`src/rtl/vd_frame_sequencer_if.sv`:
```
// -----------------------------------------------------------------------------
// vd_frame_sequencer_if
// Groups the data-path handshakes of the frame sequencer:
//   s_valid / s_data / s_ready        softbit input stream
//   buf_wr / buf_addr / buf_wdata     input-buffer write port
//   core_start / core_done            decoder frame_start / frame_done pulses
// Modports:
//   master - the sequencer (accepts the stream, drives buffer and core start)
//   slave  - the environment (stream source, buffer, decoder core)
// -----------------------------------------------------------------------------
interface vd_frame_sequencer_if #(
  parameter int DATA_W = 24,
  parameter int ADDR_W = 12
) ();
  logic              s_valid;
  logic [DATA_W-1:0] s_data;
  logic              s_ready;
  logic              buf_wr;
  logic [ADDR_W-1:0] buf_addr;
  logic [DATA_W-1:0] buf_wdata;
  logic              core_start;
  logic              core_done;

  modport master (
    input  s_valid, s_data, core_done,
    output s_ready, buf_wr, buf_addr, buf_wdata, core_start
  );

  modport slave (
    output s_valid, s_data, core_done,
    input  s_ready, buf_wr, buf_addr, buf_wdata, core_start
  );
endinterface

```
`src/rtl/vd_frame_sequencer.sv`:
```
// -----------------------------------------------------------------------------
// vd_frame_sequencer
// Runs a sequence of decoder frames: for each frame it loads frame_words
// softbits from the input stream into the input buffer (starting at base),
// waits GAP_CYC cycles, kicks the decoder core, waits for its frame_done
// (guarded by an optional watchdog) and settles SETTLE_CYC cycles.
// Ports:
//   clk_i, rst_sync_i         clock, synchronous active-high reset
//   start_i, abort_i          run request pulse (IDLE only) / run cancel
//   num_frames_i .. timeout_i run configuration, latched on start
//   bus (master)              stream in, buffer write, core start/done
//   busy_o, done_o            run in progress / end-of-run pulse
//   err_timeout_o             sticky watchdog error of the last run
//   frames_done_o             frames completed in the current/last run
// -----------------------------------------------------------------------------
module vd_frame_sequencer #(
  parameter int DATA_W     = 24,
  parameter int ADDR_W     = 12,
  parameter int FRM_W      = 8,
  parameter int TMO_W      = 20,
  parameter int GAP_CYC    = 10,
  parameter int SETTLE_CYC = 5
) (
  input  logic              clk_i,
  input  logic              rst_sync_i,
  input  logic              start_i,
  input  logic              abort_i,
  input  logic [FRM_W-1:0]  num_frames_i,
  input  logic [ADDR_W-1:0] frame_words_i,
  input  logic [ADDR_W-1:0] base_addr_i,
  input  logic [TMO_W-1:0]  timeout_i,
  vd_frame_sequencer_if.master bus,
  output logic              busy_o,
  output logic              done_o,
  output logic              err_timeout_o,
  output logic [FRM_W-1:0]  frames_done_o
);

  typedef enum logic [2:0] {
    S_IDLE, S_LOAD, S_GAP, S_KICK, S_WAIT, S_SETTLE
  } state_e;

  // GAP and SETTLE always last at least one cycle; they share one counter.
  localparam int GAP_LEN    = (GAP_CYC < 1) ? 1 : GAP_CYC;
  localparam int SETTLE_LEN = (SETTLE_CYC < 1) ? 1 : SETTLE_CYC;
  localparam int CNT_MAX    = (GAP_LEN > SETTLE_LEN) ? GAP_LEN : SETTLE_LEN;
  localparam int CNT_W      = $clog2(CNT_MAX) + 1;
  localparam logic [CNT_W-1:0] GAP_LAST    = CNT_W'(GAP_LEN - 1);
  localparam logic [CNT_W-1:0] SETTLE_LAST = CNT_W'(SETTLE_LEN - 1);

  state_e            state_q, state_d;
  logic [ADDR_W-1:0] idx_q, idx_d;
  logic [CNT_W-1:0]  cnt_q, cnt_d;
  logic [TMO_W-1:0]  wd_q, wd_d;
  logic [FRM_W-1:0]  nf_q, nf_d;
  logic [ADDR_W-1:0] fw_q, fw_d;
  logic [ADDR_W-1:0] base_q, base_d;
  logic [TMO_W-1:0]  tmo_q, tmo_d;
  logic [FRM_W-1:0]  frames_q, frames_d;
  logic              err_q, err_d;
  logic              done_q, done_d;

  logic load_rdy;
  logic beat;

  // Combinational outputs are forced low while reset is held, so a reset
  // arriving mid-LOAD never lets a beat through in the reset cycle.
  assign load_rdy = (state_q == S_LOAD) && !rst_sync_i;
  assign beat     = load_rdy && bus.s_valid;

  assign bus.s_ready    = load_rdy;
  assign bus.buf_wr     = beat;
  assign bus.buf_addr   = beat ? (base_q + idx_q) : '0;
  assign bus.buf_wdata  = beat ? bus.s_data : {DATA_W{1'b0}};
  assign bus.core_start = (state_q == S_KICK) && !rst_sync_i;
  assign busy_o         = (state_q != S_IDLE) && !rst_sync_i;
  assign done_o         = done_q;
  assign err_timeout_o  = err_q;
  assign frames_done_o  = frames_q;

  // NOTE: every signal written here gets a default first; a path that leaves
  // one unassigned would infer a latch.
  always_comb begin
    state_d  = state_q;
    idx_d    = idx_q;
    cnt_d    = '0;
    wd_d     = wd_q;
    nf_d     = nf_q;
    fw_d     = fw_q;
    base_d   = base_q;
    tmo_d    = tmo_q;
    frames_d = frames_q;
    err_d    = err_q;
    done_d   = 1'b0;

    case (state_q)
      S_IDLE: begin
        if (start_i) begin
          nf_d     = num_frames_i;
          fw_d     = frame_words_i;
          base_d   = base_addr_i;
          tmo_d    = timeout_i;
          frames_d = '0;
          err_d    = 1'b0;
          idx_d    = '0;
          if (num_frames_i == '0) begin
            done_d = 1'b1;
          end else begin
            state_d = (frame_words_i == '0) ? S_GAP : S_LOAD;
          end
        end
      end
      S_LOAD: begin
        if (beat) begin
          if (idx_q == fw_q - ADDR_W'(1)) begin
            idx_d   = '0;
            state_d = S_GAP;
          end else begin
            idx_d = idx_q + ADDR_W'(1);
          end
        end
      end
      S_GAP: begin
        if (cnt_q == GAP_LAST) state_d = S_KICK;
        else                   cnt_d   = cnt_q + CNT_W'(1);
      end
      S_KICK: begin
        wd_d    = '0;
        state_d = S_WAIT;
      end
      S_WAIT: begin
        wd_d = wd_q + TMO_W'(1);
        // A done arriving on the expiry cycle still counts as success.
        if (bus.core_done) begin
          frames_d = frames_q + FRM_W'(1);
          state_d  = S_SETTLE;
        end else if ((tmo_q != '0) && (wd_q == tmo_q - TMO_W'(1))) begin
          err_d   = 1'b1;
          done_d  = 1'b1;
          state_d = S_IDLE;
        end
      end
      S_SETTLE: begin
        if (cnt_q == SETTLE_LAST) begin
          if (frames_q < nf_q) begin
            state_d = (fw_q == '0) ? S_GAP : S_LOAD;
          end else begin
            done_d  = 1'b1;
            state_d = S_IDLE;
          end
        end else begin
          cnt_d = cnt_q + CNT_W'(1);
        end
      end
      default: state_d = S_IDLE;
    endcase

    // Abort drops the run silently; status of the run so far is preserved.
    if (abort_i) begin
      state_d  = S_IDLE;
      idx_d    = '0;
      frames_d = frames_q;
      err_d    = err_q;
      done_d   = 1'b0;
    end
  end

  // NOTE: state registers use non-blocking assignments so every flop samples
  // the pre-edge value of the others; the combinational block above uses
  // blocking assignments so later lines see the defaults set earlier.
  always_ff @(posedge clk_i) begin
    if (rst_sync_i) begin
      state_q  <= S_IDLE;
      idx_q    <= '0;
      cnt_q    <= '0;
      wd_q     <= '0;
      nf_q     <= '0;
      fw_q     <= '0;
      base_q   <= '0;
      tmo_q    <= '0;
      frames_q <= '0;
      err_q    <= 1'b0;
      done_q   <= 1'b0;
    end else begin
      state_q  <= state_d;
      idx_q    <= idx_d;
      cnt_q    <= cnt_d;
      wd_q     <= wd_d;
      nf_q     <= nf_d;
      fw_q     <= fw_d;
      base_q   <= base_d;
      tmo_q    <= tmo_d;
      frames_q <= frames_d;
      err_q    <= err_d;
      done_q   <= done_d;
    end
  end

endmodule

```
`src/flat_wrapper.sv`:
```
// flat-port wrapper written by rule: the top's interface ports become plain ports
module vd_frame_sequencer_flat 
#(
  parameter int DATA_W     = 24,
  parameter int ADDR_W     = 12,
  parameter int FRM_W      = 8,
  parameter int TMO_W      = 20,
  parameter int GAP_CYC    = 10,
  parameter int SETTLE_CYC = 5
)
  (clk_i, rst_sync_i, start_i, abort_i, num_frames_i, frame_words_i, base_addr_i, timeout_i, busy_o, done_o, err_timeout_o, frames_done_o, bus_s_valid, bus_s_data, bus_core_done, bus_s_ready, bus_buf_wr, bus_buf_addr, bus_buf_wdata, bus_core_start);
  vd_frame_sequencer_if #(.DATA_W(DATA_W), .ADDR_W(ADDR_W)) bus_i ();
  input  logic clk_i;
  input  logic rst_sync_i;
  input  logic start_i;
  input  logic abort_i;
  input  logic [FRM_W-1:0] num_frames_i;
  input  logic [ADDR_W-1:0] frame_words_i;
  input  logic [ADDR_W-1:0] base_addr_i;
  input  logic [TMO_W-1:0] timeout_i;
  output logic busy_o;
  output logic done_o;
  output logic err_timeout_o;
  output logic [FRM_W-1:0] frames_done_o;
  input wire logic [$bits(bus_i.s_valid)-1:0] bus_s_valid;
  input wire logic [$bits(bus_i.s_data)-1:0] bus_s_data;
  input wire logic [$bits(bus_i.core_done)-1:0] bus_core_done;
  output wire logic [$bits(bus_i.s_ready)-1:0] bus_s_ready;
  output wire logic [$bits(bus_i.buf_wr)-1:0] bus_buf_wr;
  output wire logic [$bits(bus_i.buf_addr)-1:0] bus_buf_addr;
  output wire logic [$bits(bus_i.buf_wdata)-1:0] bus_buf_wdata;
  output wire logic [$bits(bus_i.core_start)-1:0] bus_core_start;
  assign bus_i.s_valid = bus_s_valid;
  assign bus_i.s_data = bus_s_data;
  assign bus_i.core_done = bus_core_done;
  assign bus_s_ready = bus_i.s_ready;
  assign bus_buf_wr = bus_i.buf_wr;
  assign bus_buf_addr = bus_i.buf_addr;
  assign bus_buf_wdata = bus_i.buf_wdata;
  assign bus_core_start = bus_i.core_start;
  vd_frame_sequencer #(.DATA_W(DATA_W), .ADDR_W(ADDR_W), .FRM_W(FRM_W), .TMO_W(TMO_W), .GAP_CYC(GAP_CYC), .SETTLE_CYC(SETTLE_CYC)) u_core (.clk_i(clk_i), .rst_sync_i(rst_sync_i), .start_i(start_i), .abort_i(abort_i), .num_frames_i(num_frames_i), .frame_words_i(frame_words_i), .base_addr_i(base_addr_i), .timeout_i(timeout_i), .bus(bus_i), .busy_o(busy_o), .done_o(done_o), .err_timeout_o(err_timeout_o), .frames_done_o(frames_done_o));
endmodule
```
`config.mk`:
```
export PLATFORM = sky130hd
export DESIGN_NAME = vd_frame_sequencer_flat
export DESIGN_NICKNAME = d
export VERILOG_FILES = /design/src/rtl/vd_frame_sequencer_if.sv /design/src/rtl/vd_frame_sequencer.sv /design/src/flat_wrapper.sv
export SDC_FILE = /design/constraint.sdc
export NUM_CORES = 1
export LEC_CHECK = 0
export ABC_AREA = 1
export CAP_MARGIN = 15
export CORE_AREA = 2 2 136 138
export DETAILED_ROUTE_END_ITERATION = 7
export DIE_AREA = 0 0 138 140
export GPL_TIMING_DRIVEN = 0
export PLACE_DENSITY = 0.61
export SYNTH_ARGS = -nofsm -noshare
export SYNTH_HDL_FRONTEND = slang
export SYNTH_SLANG_ARGS = --single-unit
export TNS_END_PERCENT = 1
```
`constraint.sdc`:
```
create_clock -name clk_i -period 4.25 [get_ports clk_i]
set_input_delay 1.0625 -clock clk_i [delete_from_list [all_inputs] [get_ports clk_i]]
set_output_delay 1.0625 -clock clk_i [all_outputs]
set_load 0.03 [all_outputs]
```
# Word level (Yosys, flattened, before mapping)
# Cells that the tools add are included.
# op_classes
eq_ne	19
n_mux	36
bitwise	1
n_lt_le_gt_ge	1
n_addsub	7
n_reduce_logical	21
# op_table
cell	count
$mux 12	4
$pmux 20 s2	1
$mux 3	9
$logic_not 12->1	2
$mux 24	1
$pmux 12 s2	1
$add 20x1->20 const B	1
$eq 20x20->1	1
$reduce_bool 20->1	1
$sub 20x1->20 const B	1
$pmux 3 s6	1
$mux 8	2
$pmux 8 s2	1
$add 12x1->12 const B	1
$add 12x12->12	1
$eq 12x12->1	1
$sub 12x1->12 const B	1
$mux 5	2
$ne 2x2->1 const B	5
$pmux 5 s2	1
$mux 1	9
$add 8x1->8 const B	1
$logic_not 8->1	1
$lt 8x8->1	1
23 further kinds	35
# word_totals
out_inout_bits	50
reg_bits	102
inputBits	82
word_cells	96

# Logic depth before layout (Yosys ltp)
# Gate-level depths: netlist (run 1).
# logic_depth
word_depth	6
ltp_mapped	17
depth_no_buf	17

# Worst setup path before layout (run 1)
# OpenSTA, ideal clock, no wires.
# synth_path
path_type	input port to output port
startpoint	input rst_sync_i
endpoint	output bus_buf_addr[10]
arrival_ns	2.474
setup_slack_ns	0.714
required_time_ns	3.188
path_stages	7
path_buffers	2
cell_sequence	clkbuf_1 > inv_1 > nand3_2 > clkbuf_1 > clkinv_1 > o21ai_0 > a21oi_1
# synth_between
elab_chain_cells	4
# synth_lines
item	line_no	text
start: declaration	flat_wrapper.sv:14	input logic rst_sync_i;
$logic_not 1->1	vd_frame_sequencer.sv:68	assign load_rdy = (state_q == S_LOAD) && !rst_sync_i;
$logic_and 1x1->1	vd_frame_sequencer.sv:68	
$logic_and 1x1->1	vd_frame_sequencer.sv:69	assign beat = load_rdy && bus.s_valid;
named net bus_buf_wr	flat_wrapper.sv:29	output wire logic [$bits(bus_i.buf_wr)-1:0] bus_buf_wr;
$mux 12	vd_frame_sequencer.sv:73	assign bus.buf_addr = beat ? (base_q + idx_q) : '0;
end: declaration	flat_wrapper.sv:30	output wire logic [$bits(bus_i.buf_addr)-1:0] bus_buf_addr;
# The timed path passes the listed nets, and every way through them passes these cells.

# Worst setup path in the final report (run 1)
# layout_path
startpoint	input bus_s_valid
endpoint	output bus_buf_addr[2]
# layout_between
elab_chain_cells	2
# layout_lines
item	line_no	text
start: declaration	flat_wrapper.sv:25	input wire logic [$bits(bus_i.s_valid)-1:0] bus_s_valid;
$logic_and 1x1->1	vd_frame_sequencer.sv:69	
$mux 12	vd_frame_sequencer.sv:73	
# Every way passes these cells.

==> results_dict.tcl, run 1 <==
set metrics [dict create \
    status "finished, final reports clean" \
    top_layer_used "met4" \
    clk_pin_slew_ps 70 \
    dp_slack_ps -209 \
    yosysWarningCount 0 \
    cp.required_ps 3190 \
    hold_violations 0 \
    final_cells 1397 \
    cp.arrival_ps 3070 \
    pwr-share-seq 0.375 \
    final_antenna_net_count 0 \
    via_per_inst 4.93 \
    rsz0062_at_grt "yes" \
    cts-root-buf "clkbuf_16" \
    synthFlopType "dfxtp_1" \
    timing.setup.tns_ps 0 \
    switching_share 0.386 \
    critPathTopFamily "buffers and inverters" \
    dieArea_sq_mm 0.0193 \
    syn2layout_area_growth_pct 28.1 \
    combPwrFrac 0.357 \
    dpl_cell_area_sq_mm 0.00825 \
    clock_sinks 102 \
    cts_tree "yes" \
    drive_gt1_frac 0.0676 \
    wirelength_um 20700 \
    clk_latency_ps 360 \
    grt_max_degree 17 \
    ctsHoldBuffers 0 \
    initial_core_util 0.375 \
    max_stage_delay_ps 680 \
    utilization 0.480 \
    p_int_uw 1840 \
    synth.area.top_cells "dfxtp_1 (31%), nand2_1 (13%), a21oi_1 (7.7%), inv_1 (7.3%), nor2_1 (7.3%)" \
    dr_wl_met2_um 9560 \
    avgSynthCellArea_sq_um 6.52 \
    io_buffers 130 \
    min_period_ps 4140 \
    vias 6891 \
    critPathKind "input port to output port" \
    dp_cells 1382 \
    layout_setup_ws_ps 115 \
    synth.distinct_cells 51 \
    synth-edff-count 0 \
    cts_made_buffers 9 \
    crit_start "bus_s_valid" \
    slew_headroom 0.468 \
    maxCapViolCount 0 \
    crit_top_cell "clkdlybuf4s50_1" \
    final_cell_area_sq_mm 0.00854 \
    max_freq_mhz 242 \
    dr.pass1.iters 5 \
    ios 132 \
    fin_worst_skew_ps 12.5 \
    dr_wl_met3_um 1070 \
    power.density_mw_per_mm2 351 \
    min_from "u_core.nf_q[0]" \
    synthesis.nets 1133 \
    critPathBufInv 3 \
    wl_met1_um 9400 \
    peakVddDrop_mv 0.196 \
    min_path_type "flop to flop" \
    place.gp.congestion 0.862 \
    finalCritPeriodShare 0.973 \
    slew_viol_final 0 \
    p_sw_uw 1160 \
    antenna_found_initial 0 \
    core_sq_mm 0.0178 \
    synthCells 1023 \
    postCtsSetupRepairBufs 0 \
    dp_hpwl_um 16300 \
    syn-cell-area_sq_mm 0.00667 \
    grt.total_usage 0.210 \
    h-tree-depth 3 \
    cp_cell_sequence "clkdlybuf4s50_1, nand3_2, clkinv_1, o21ai_0, a21oi_1, clkdlybuf4s50_1" \
    die_w_um 138 \
    ys_seq_elements 102 \
    grt_overflow 0 \
    p_leak_uw 0.00366 \
    cp_max_fo 12 \
    yosysTopAreaCell "dfxtp_1" \
    grt_pass1_vias 6313 \
    drc 0 \
    end_kind "output port" \
    grt_pass1_wl_um 32700 \
    yosysTopAreaCellShare 0.306 \
    ys_seq_area_frac 0.306 \
    diodes 0 \
    worst_path_max_delay_cell "clkdlybuf4s50_1" \
    cts_buffer_depth 2 \
    drtIter0Drc 433 \
    rows 49 \
    setup_viol 0 \
    worst_setup_path_start_kind "input port" \
    worst_slew_pin_slew_ps 798 \
    r2r_start "u_core.tmo_q[0]" \
    clockPowerShare 0.268 \
    fin_nets 1273 \
    wl_per_cell_um 14.8 \
    async_flop_share 0 \
    dieHeight_um 140 \
]
[through the flow]
step	total power (uW)	hold WS [ps]
floorplan	1870	424
global placement	2210	441
detailed placement	2220	446
CTS	3010	454
global route	3190	468
finish	3000	451
[kinds of logic (layout without fill, tap and decap cells)]
family	Yosys count	in the layout	share of synthesized area
adder cells (fa/ha/maj)	28	28	0.0537
XOR/XNOR	35	35	0.0460
buffers and inverters	167	312	0.0967
flip-flops	102	102	0.306
AND/OR/NAND/NOR	501	501	0.341
AO/OA/AOI/OAI	190	190	0.156
[registers in the layout, summed over array words and instances (netlist names)]
register / count
u_core.cnt_q: 5
u_core.base_q: 12
u_core.fw_q: 12
u_core.tmo_q: 20
u_core.idx_q: 12
u_core.frames_done_o: 8
u_core.wd_q: 20
u_core.err_timeout_o: 1
u_core.nf_q: 8
u_core.done_o: 1
u_core.state_q: 3
[worst reg2reg max path: cells and delay by family (launching register included)]
| family | cells | cell delay (ps) |
|---|---|---|
| buffers and inverters | 1 | 200 |
| and+or+nand+nor | 10 | 1250 |
| AOI/OAI and AO/OA | 1 | 70 |
| adders and majority gates | 1 | 350 |
| DFF | 1 | 340 |
[cell type report]
cell class	instances	area [sq um]
Multi-Input combinational cell	754	3980
Tap cell	229	287
Buffer	31	134
Timing Repair Buffer	130	1320
Clock buffer	11	243
Sequential cell	102	2040
Inverter	135	507
Fill cell	1853	9240
Clock inverter	5	33.8
[path summary, 6_finish.rpt]
path,end,slack [ps],depth (start not counted)
max,bus_buf_addr[2],110,6
min,u_core.nf_q[0],450,2
max reg2reg,u_core.state_q[1],1930,13
min reg2reg,u_core.nf_q[0],450,2
[synthesized netlist by cell type (2+ instances only)]
| cell type | instances |
|---|---|
| nand4_1 | 10 |
| and3_1 | 3 |
| nor3b_1 | 4 |
| a211oi_1 | 4 |
| o211ai_1 | 4 |
| o21ai_1 | 2 |
| nor2_4 | 9 |
| nor3_1 | 15 |
| nand2_2 | 8 |
| buf_1 | 2 |
| inv_1 | 129 |
| o22ai_1 | 2 |
| nand3b_1 | 4 |
| a21oi_1 | 103 |
| nor3_2 | 7 |
| xnor2_1 | 16 |
| a22oi_1 | 3 |
| a31oi_1 | 2 |
| o21bai_1 | 2 |
| nor2_1 | 129 |
| o21ai_0 | 54 |
| ha_1 | 27 |
| a21o_1 | 2 |
| o2111ai_1 | 2 |
| inv_2 | 5 |
| xor2_1 | 19 |
| nor2_2 | 11 |
| nand2_1 | 234 |
| nand3_2 | 5 |
| buf_2 | 7 |
| nor4_1 | 2 |
| nand2_4 | 2 |
| a311oi_1 | 2 |
| clkbuf_1 | 21 |
| nand3_1 | 55 |
| dfxtp_1 | 102 |
[power by group through the flow]
stage               Combinational [uW]  Clock (uW)  Sequential [uW]
floorplan                          752           0             1120
global route                      1200         850             1140
detailed placement                1070           0             1150
global placement                  1060           0             1140
CTS                               1080         814             1120
finish                            1070         803             1130
[placed cells by master, fill, tap and decap left out, types with 3 or more instances in the layout]
| master | instances |
|---|---|
| dlymetal6s2s_1 | 6 |
| and3_1 | 3 |
| inv_1 | 129 |
| nor3_2 | 7 |
| clkdlybuf4s50_1 | 124 |
| o21ai_0 | 54 |
| nand3_2 | 5 |
| a21oi_1 | 103 |
| nand3b_1 | 4 |
| xnor2_1 | 16 |
| o211ai_1 | 4 |
| nor2_2 | 11 |
| buf_2 | 7 |
| nand3_1 | 55 |
| nand2_1 | 234 |
| a22oi_1 | 3 |
| nor3b_1 | 4 |
| nor2_1 | 129 |
| nor2_4 | 9 |
| clkbuf_1 | 21 |
| clkbuf_16 | 9 |
| nor3_1 | 15 |
| a211oi_1 | 4 |
| nand4_1 | 10 |
| dfxtp_1 | 102 |
| inv_2 | 5 |
| ha_1 | 27 |
| nand2_2 | 8 |
| xor2_1 | 19 |
[routing by layer]
| layer | up-vias | GRT usage |
|---|---|---|
| li1 | 3578 | - |
| met1 | 3078 | 0.263 |
| met2 | 199 | 0.358 |
| met3 | 36 | 0.0345 |
| met4 | 0 | 0.0902 |
| met5 | - | 0 |
[what timing repair did]
action,in CTS,in global routing
pin swaps,0,0
resized for setup,0,6
endpoints found under the hold margin,0,0
setup endpoints to repair,30,9
No activity file was read; power rests on OpenSTA's default activity.
==> inputs of run 2 (changes only) <==
- SLEW_MARGIN: not set -> 5
==> results of run 2 <==
Final layout, timing and power as in run 1 (identical DEF).
